**src/rtl/uart_receiver.sv**
```systemverilog
// rtl/uart_receiver.sv - UART receiver, 16x oversampled on s_tick, DBit data bits LSB first.
module uart_receiver #(
  parameter int DBit = 8,
  parameter int SBit = 16
) (
  input  logic       clk,
  input  logic       reset,
  input  logic       s_tick,
  input  logic       rx,
  output logic [7:0] rx_dout,
  output logic       rx_done_tick,
  output logic       rx_frame_err
);

  localparam int SW = (SBit > 16) ? $clog2(SBit) : 4;
  localparam logic [SW-1:0] S_MID  = SW'(7);
  localparam logic [SW-1:0] S_BIT  = SW'(15);
  localparam logic [SW-1:0] S_STOP = SW'(SBit - 1);
  localparam logic [2:0]    N_LAST = 3'(DBit - 1);

  typedef enum logic [1:0] {IDLE, START, DATA, STOP} state_t;

  state_t        state, state_next;
  logic [SW-1:0] s, s_next;
  logic [2:0]    n, n_next;
  logic [7:0]    b, b_next;
  logic [7:0]    dout_next;
  logic          err_next, done_next;
  logic          rx_m, rx_s;

  // Synchronizer idles high so reset never looks like a start edge.
  always_ff @(posedge clk or posedge reset) begin
    if (reset) begin
      rx_m <= 1'b1;
      rx_s <= 1'b1;
    end else begin
      rx_m <= rx;
      rx_s <= rx_m;
    end
  end

  always_ff @(posedge clk or posedge reset) begin
    if (reset) begin
      state        <= IDLE;
      s            <= '0;
      n            <= '0;
      b            <= '0;
      rx_dout      <= '0;
      rx_frame_err <= 1'b0;
      rx_done_tick <= 1'b0;
    end else begin
      state        <= state_next;
      s            <= s_next;
      n            <= n_next;
      b            <= b_next;
      rx_dout      <= dout_next;
      rx_frame_err <= err_next;
      rx_done_tick <= done_next;
    end
  end

  always_comb begin
    state_next = state;
    s_next     = s;
    n_next     = n;
    b_next     = b;
    dout_next  = rx_dout;
    err_next   = rx_frame_err;
    done_next  = 1'b0;
    case (state)
      IDLE: begin
        if (!rx_s) begin
          state_next = START;
          s_next     = '0;
        end
      end
      START: begin
        if (s_tick) begin
          if (s == S_MID) begin
            // Line back high at mid start bit means a glitch, not a frame.
            if (!rx_s) begin
              state_next = DATA;
              s_next     = '0;
              n_next     = '0;
            end else begin
              state_next = IDLE;
            end
          end else begin
            s_next = s + SW'(1);
          end
        end
      end
      DATA: begin
        if (s_tick) begin
          if (s == S_BIT) begin
            s_next            = '0;
            b_next            = b >> 1;
            b_next[DBit-1]    = rx_s;
            if (n == N_LAST) begin
              state_next = STOP;
            end else begin
              n_next = n + 3'd1;
            end
          end else begin
            s_next = s + SW'(1);
          end
        end
      end
      STOP: begin
        if (s_tick) begin
          if (s == S_STOP) begin
            dout_next  = b;
            err_next   = ~rx_s;
            done_next  = 1'b1;
            state_next = IDLE;
          end else begin
            s_next = s + SW'(1);
          end
        end
      end
      default: state_next = IDLE;
    endcase
  end

endmodule

```
**config.mk**
```make
export PLATFORM = sky130hd
export DESIGN_NAME = uart_receiver
export DESIGN_NICKNAME = d
export VERILOG_FILES = /design/src/rtl/uart_receiver.sv
export SDC_FILE = /design/constraint.sdc
export NUM_CORES = 1
export LEC_CHECK = 0
export CORE_ASPECT_RATIO = 0.5
export CORE_MARGIN = 5
export CORE_UTILIZATION = 40
export CTS_CLUSTER_DIAMETER = 120
export CTS_CLUSTER_SIZE = 10
export DETAILED_ROUTE_END_ITERATION = 16
export GPL_TIMING_DRIVEN = 1
export PLACE_DENSITY = 0.74
export SLEW_MARGIN = 5
export SYNTH_ARGS = -nofsm -noshare
export SYNTH_HDL_FRONTEND = slang
export SYNTH_SLANG_ARGS = --single-unit
```
**constraint.sdc**
```tcl
create_clock -name clk -period 1.7 [get_ports clk]
set_input_delay 0.34 -clock clk [delete_from_list [all_inputs] [get_ports clk]]
set_output_delay 0.34 -clock clk [all_outputs]
set_load 0.05 [all_outputs]
```
Yosys cells after proc, flatten, opt, wreduce, memory -nomap -nowiden:

Index checks and enable logic that the tools add are counted.

* add/sub/neg operators: 2
* equal/unequal tests: 17
* multiplexer cells: 28
* bitwise logic cells: 1
* reduce and logical (&&, ||, !) cells: 7

Operators by type and width (number)
* 4-bit 2-to-1 mux: 7
* 2-bit inequality test, second input constant: 11
* 2-bit 2-to-1 mux: 9
* 3-bit 2-to-1 mux: 6
* 4-bit case mux with 4 select lines: 1
* 2-bit case mux with 4 select lines: 1
* 8-bit AND reduction: 1
* 7-bit AND reduction: 1
* 3-bit case mux with 2 select lines: 1
* 3-bit AND reduction: 2
* 4-bit by 1-bit adder with 4-bit output, second input constant: 1
* 2-bit == test, second input constant: 2
* 4-bit by 3-bit == test with 1-bit output, second input constant: 1
* 4-bit == test, second input constant: 1
* 4-bit AND reduction: 1
* 3-bit by 1-bit adder with 3-bit output, second input constant: 1
* 3-bit == test, second input constant: 1
* 1-bit 2-to-1 mux: 3
* 2-bit by 1-bit == test with 1-bit output, second input constant: 1
* 2-bit zero test: 1
* 2-bit nonzero test: 1
* 1-bit inverter: 1

* flip-flop bits (word level): 29
* output and inout bits: 10

Longest topological paths before layout:

* word-level depth: 5
* mapped depth: 6
* mapped depth without buffers: 6

Least setup slack after synthesis:

No wires, ideal clock.

* kind: reg2reg
* start: reg s[0]
* end: reg s[2]
* setup time: 124 ps
* arrival time: 1658 ps
* data required time: 1576 ps
* setup slack: -82 ps
* cell stages (with the launch flop): 6
* period minus slack after synthesis: 1782 ps
* cells stage by stage: dfrtp_1 -> ha_1 -> and2_4 -> a31o_1 -> a221o_1 -> a211o_1

* cells in the longest elaborated chain, start to end: 4
* elaborated cells between the ends (all ways): 12
* classes of those cells: 1 x add/sub; 3 x eq/ne; 7 x mux; 1 x reduce/logical

Ends and longest elaborated chain
* start: declaration: line 24 `logic [SW-1:0] s, s_next;`
* start signal: assignment: line 53 `s <= s_next;`
* 4-bit by 1-bit adder with 4-bit output (tied with other cells): line 89, 105, 117
* 4-bit 2-to-1 mux (on tied branches): line 111, 79, 95
* 4-bit 2-to-1 mux (on tied branches): line 110, 78, 94
* 4-bit case mux with 4 select lines: line 70 `case (state)`

Parallel ways exist; a longest one is shown, timed or not. The select of a mux whose other input is x is not followed.
A chain may end at the register's enable or synchronous reset.

Final worst setup path:

* start: reg s[1]
* end: reg s[2]

The elaborated chain is that of the path after synthesis.

==> summary.txt <==
Yosys
  – Synth top area cells: dfrtp_1 53%, mux2_2 17%, dfstp_2 4.1%, ha_1 2.9%, a22o_1 2.0%
  – Syn_area_per_cell: ~13 sq um
  – Synth Register Bits: 29
  – Post-synth top cells: 27 x dfrtp_1, 19 x mux2_2, 4 x a31oi_1, 4 x inv_1, 4 x nand3_1
  – Async S/R FF share, synth: 1.000
  – Gate Count Post-Synth: 96
  – Largest area contributor in the netlist: dfrtp_1
  – Post-synth top area share: 0.5263
  – Number of flops mapped to enable cells by yosys: 0
  – Post-synth design cell area: around 1300 sq um
  – Number of library cell types mapped by synthesis: 30
  – Mapped Nets: approximately 100
  – Count leader, synth: dfrtp_1
  – Synth warn: 0
  – Seq/Total Area, Yosys: 0.5673
  – Most common flop cell mapped by yosys: dfrtp_1

Floorplan
  – Core Area: ~3000 sq um
  – Die height: roughly 50 um
  – Initial Util: 0.4212
  – Die Wd: ~90 um
  – I/O pin cnt: 14
  – Rows: 14
  – Die footprint: ~4500 sq um

Worst setup path
  – CP endpoint kind: flip-flop
  – Top delay family on crit path: compound AO/OA/AOI/OAI gates
  – Cell Chain, Critical Path: ha_2 -> and2_4 -> a31o_1 -> a221o_1 -> a211o_1
  – Startpoint Class: flip-flop
  – CP peak stage delay: 0.38 ns
  – Crit-path max FO: 4
  – Length in cells of the worst reg-to-reg path: 5
  – R2r endpoint: s[2]
  – Setup CP Type: flip-flop to flip-flop
  – R2R Path Start: s[1]
  – CP Buf/Inv Count: 0
  – Worst EP required: 1.86 ns
  – WP data arrival: 1.84 ns
  – Reg2reg setup slack: approximately 0.020 ns
  – Worst path slowest cell: dfrtp_1

Clocking
  – Clk root buf: clkbuf_8
  – Clock Sinks: 29
  – CTS clk-pin slew, worst paths: roughly 0.06 ns
  – Worst skew pair latency: between 0.2 and 0.3 ns
  – TritonCTS clock tree: built
  – # hold bufs at CTS: 0
  – H-tree depth: 2
  – TritonCTS Buffers: 5
  – Clock tree buffer depth: 2

Timing
  – Hold Slack: 0.3355 ns
  – Crit path time final: roughly 1.7 ns
  – Final hold violation count: 0
  – Final WS setup: ~0.020 ns
  – Relative slew slack: 0.7556
  – Setup violators final: 0
  – Worst Max-Slew Pin Slew: ~0.37 ns
  – Final Slew Violations: 0
  – RSZ-0062 raised after global routing: true
  – Clock skew: 0.005312 ns
  – Crit share post-route: 0.9880
  – Fmax: roughly 600 MHz

Placed design
  – Post-DP HPWL: ~1.7 mm
  – Dpl ws: -0.2471 ns
  – RD Place Congestion: ~0.83
  – IO buf count: 13

Detailed routing
  – Routed length per instance: between 10 and 15 um
  – Final ANT Viol Nets: 0
  – WL final: between 2 and 2.5 mm
  – Iter 0 DRT Violations: 31
  – DR pass1 iterations: 4
  – Vias per cell: about 5.1
  – Via count: ~890
  – # DRC: 0

Min path
  – Type of the worst min-delay path: primary input to async pin

Final layout
  – Layout Nets: about 140
  – Antenna cells: 0
  – Area of the multi-input gates: between 500 and 600 sq um
  – Share of layout cells above drive strength 1: 0.5221
  – Register cell area after layout: around 730 sq um
  – Layout area overhead: 38.01%
  – Fillers: roughly 250

Global route
  – GRT Total Usage: 0.1203
  – Largest net degree at the start of global routing: 22
  – Initial antenna violation count: 0
  – Overflow after GRT: 0
  – Vias in the first global route: around 900
  – First-pass GRT wire length: about 4.2 mm

Pwr
  – Worst vdd ir: 0.5454 mV
  – Leakage power: approximately 0.00087 uW
  – Power Dens Cells: roughly 1300 nW/um^2

Outcome
  – Status: finished clean

Run
  – Max cap viols: 0
==> cells in the final DEF (no fill, tap or decap), types with 2 or more instances in the layout <==
cell type         n
clkdlybuf4s50_1   3
mux2_4            2
nand3_1           3
buf_4            29
mux2_2           17
and3_1            2
ha_2              2
nor2_1            3
dfrtp_1          26
clkbuf_8          5
a31oi_1           4
buf_12            3
nand2_1           3
dfstp_2           2
inv_1             4
a22o_1            3
==> metal layers <==
layer / global-route usage / share of wire / wire length [um]
met1: 0.1438 / 0.48 / 1188
met2: 0.1942 / 0.48 / 1173
met3: 0.04711 / 0.027 / 67
met4: 0.05198 / 0.0098 / 24
met5: 0 / 0 / 0
==> cell families (layout without fill, tap and decap cells) <==
family                   Yosys count  in the layout  share of synthesized area
AO/OA/AOI/OAI                     16             16                    0.09747
buffers and inverters              7             47                    0.02728
flip-flops                        29             29                     0.5673
multiplexers                      19             19                     0.1667
AND/OR/NAND/NOR                   21             21                     0.1053
XOR/XNOR                           1              1                   0.006824
adder cells (fa/ha/maj)            3              3                    0.02924
==> registers in the layout, summed over array words and instances (netlist names), named ones only <==
signal and flops:
n 3, rx_dout 8, state 1, b 8
s 4, rx_s 1, rx_m 1, rx_frame_err 1
rx_done_tick 1
==> per-stage QoR <==
| step | util | power (uW) | area, sq um | cells | TNS [ns] |
|---|---|---|---|---|---|
| 2_1_floorplan | - | 1286 | 1289 | 96 | -0.01026 |
| 3_3_place_gp | 0.5172 | 1476 | 1577 | 163 | -4.632 |
| 3_5_place_dp | 0.5172 | 1503 | 1577 | 163 | -4.773 |
| 4_1_cts | 0.5587 | 2224 | 1703 | 172 | 0 |
| 5_1_grt | 0.5813 | 2403 | 1772 | 176 | -0.06225 |
| 6_report | 0.5813 | 2266 | 1772 | 176 | 0 |
==> what timing repair did <==
action,4_1_cts,5_1_grt
endpoints found under the setup margin,8,22
pin swaps,6,5
gates resized for setup,4,7
setup buffers,1,4
==> power by group <==
part	leakage [uW]	internal, uW	total, uW	switching [uW]
sequential	0.000381	779	881	102
combinational	0.000430	375	689	315
clock	0.0000552	434	696	262
total	0.000866	1590	2270	678
==> worst max path at each step <==
stage	startpoint	end	slack [ns]	cells after the start
final	s[1]	s[2]	0.02	5
after global routing	n[0]	n[0]	-0.03	6
after CTS	s[1]	s[2]	0.0006	5
after detailed placement	s_tick	rx_frame_err	-0.25	4
after global placement	s_tick	rx_dout[3]	-0.24	4
after floorplan	s[0]	s[2]	-0.01	5
==> area by class of cell <==
class,instances,area share
clock buffer,6,0.04096
clock inverter,2,0.01977
inverter,4,0.008475
multi-input combinational,60,0.3171
sequential,29,0.4117
tap,40,0.02825
timing repair buffer,35,0.1737
No activity file was read; power rests on OpenSTA's default activity.
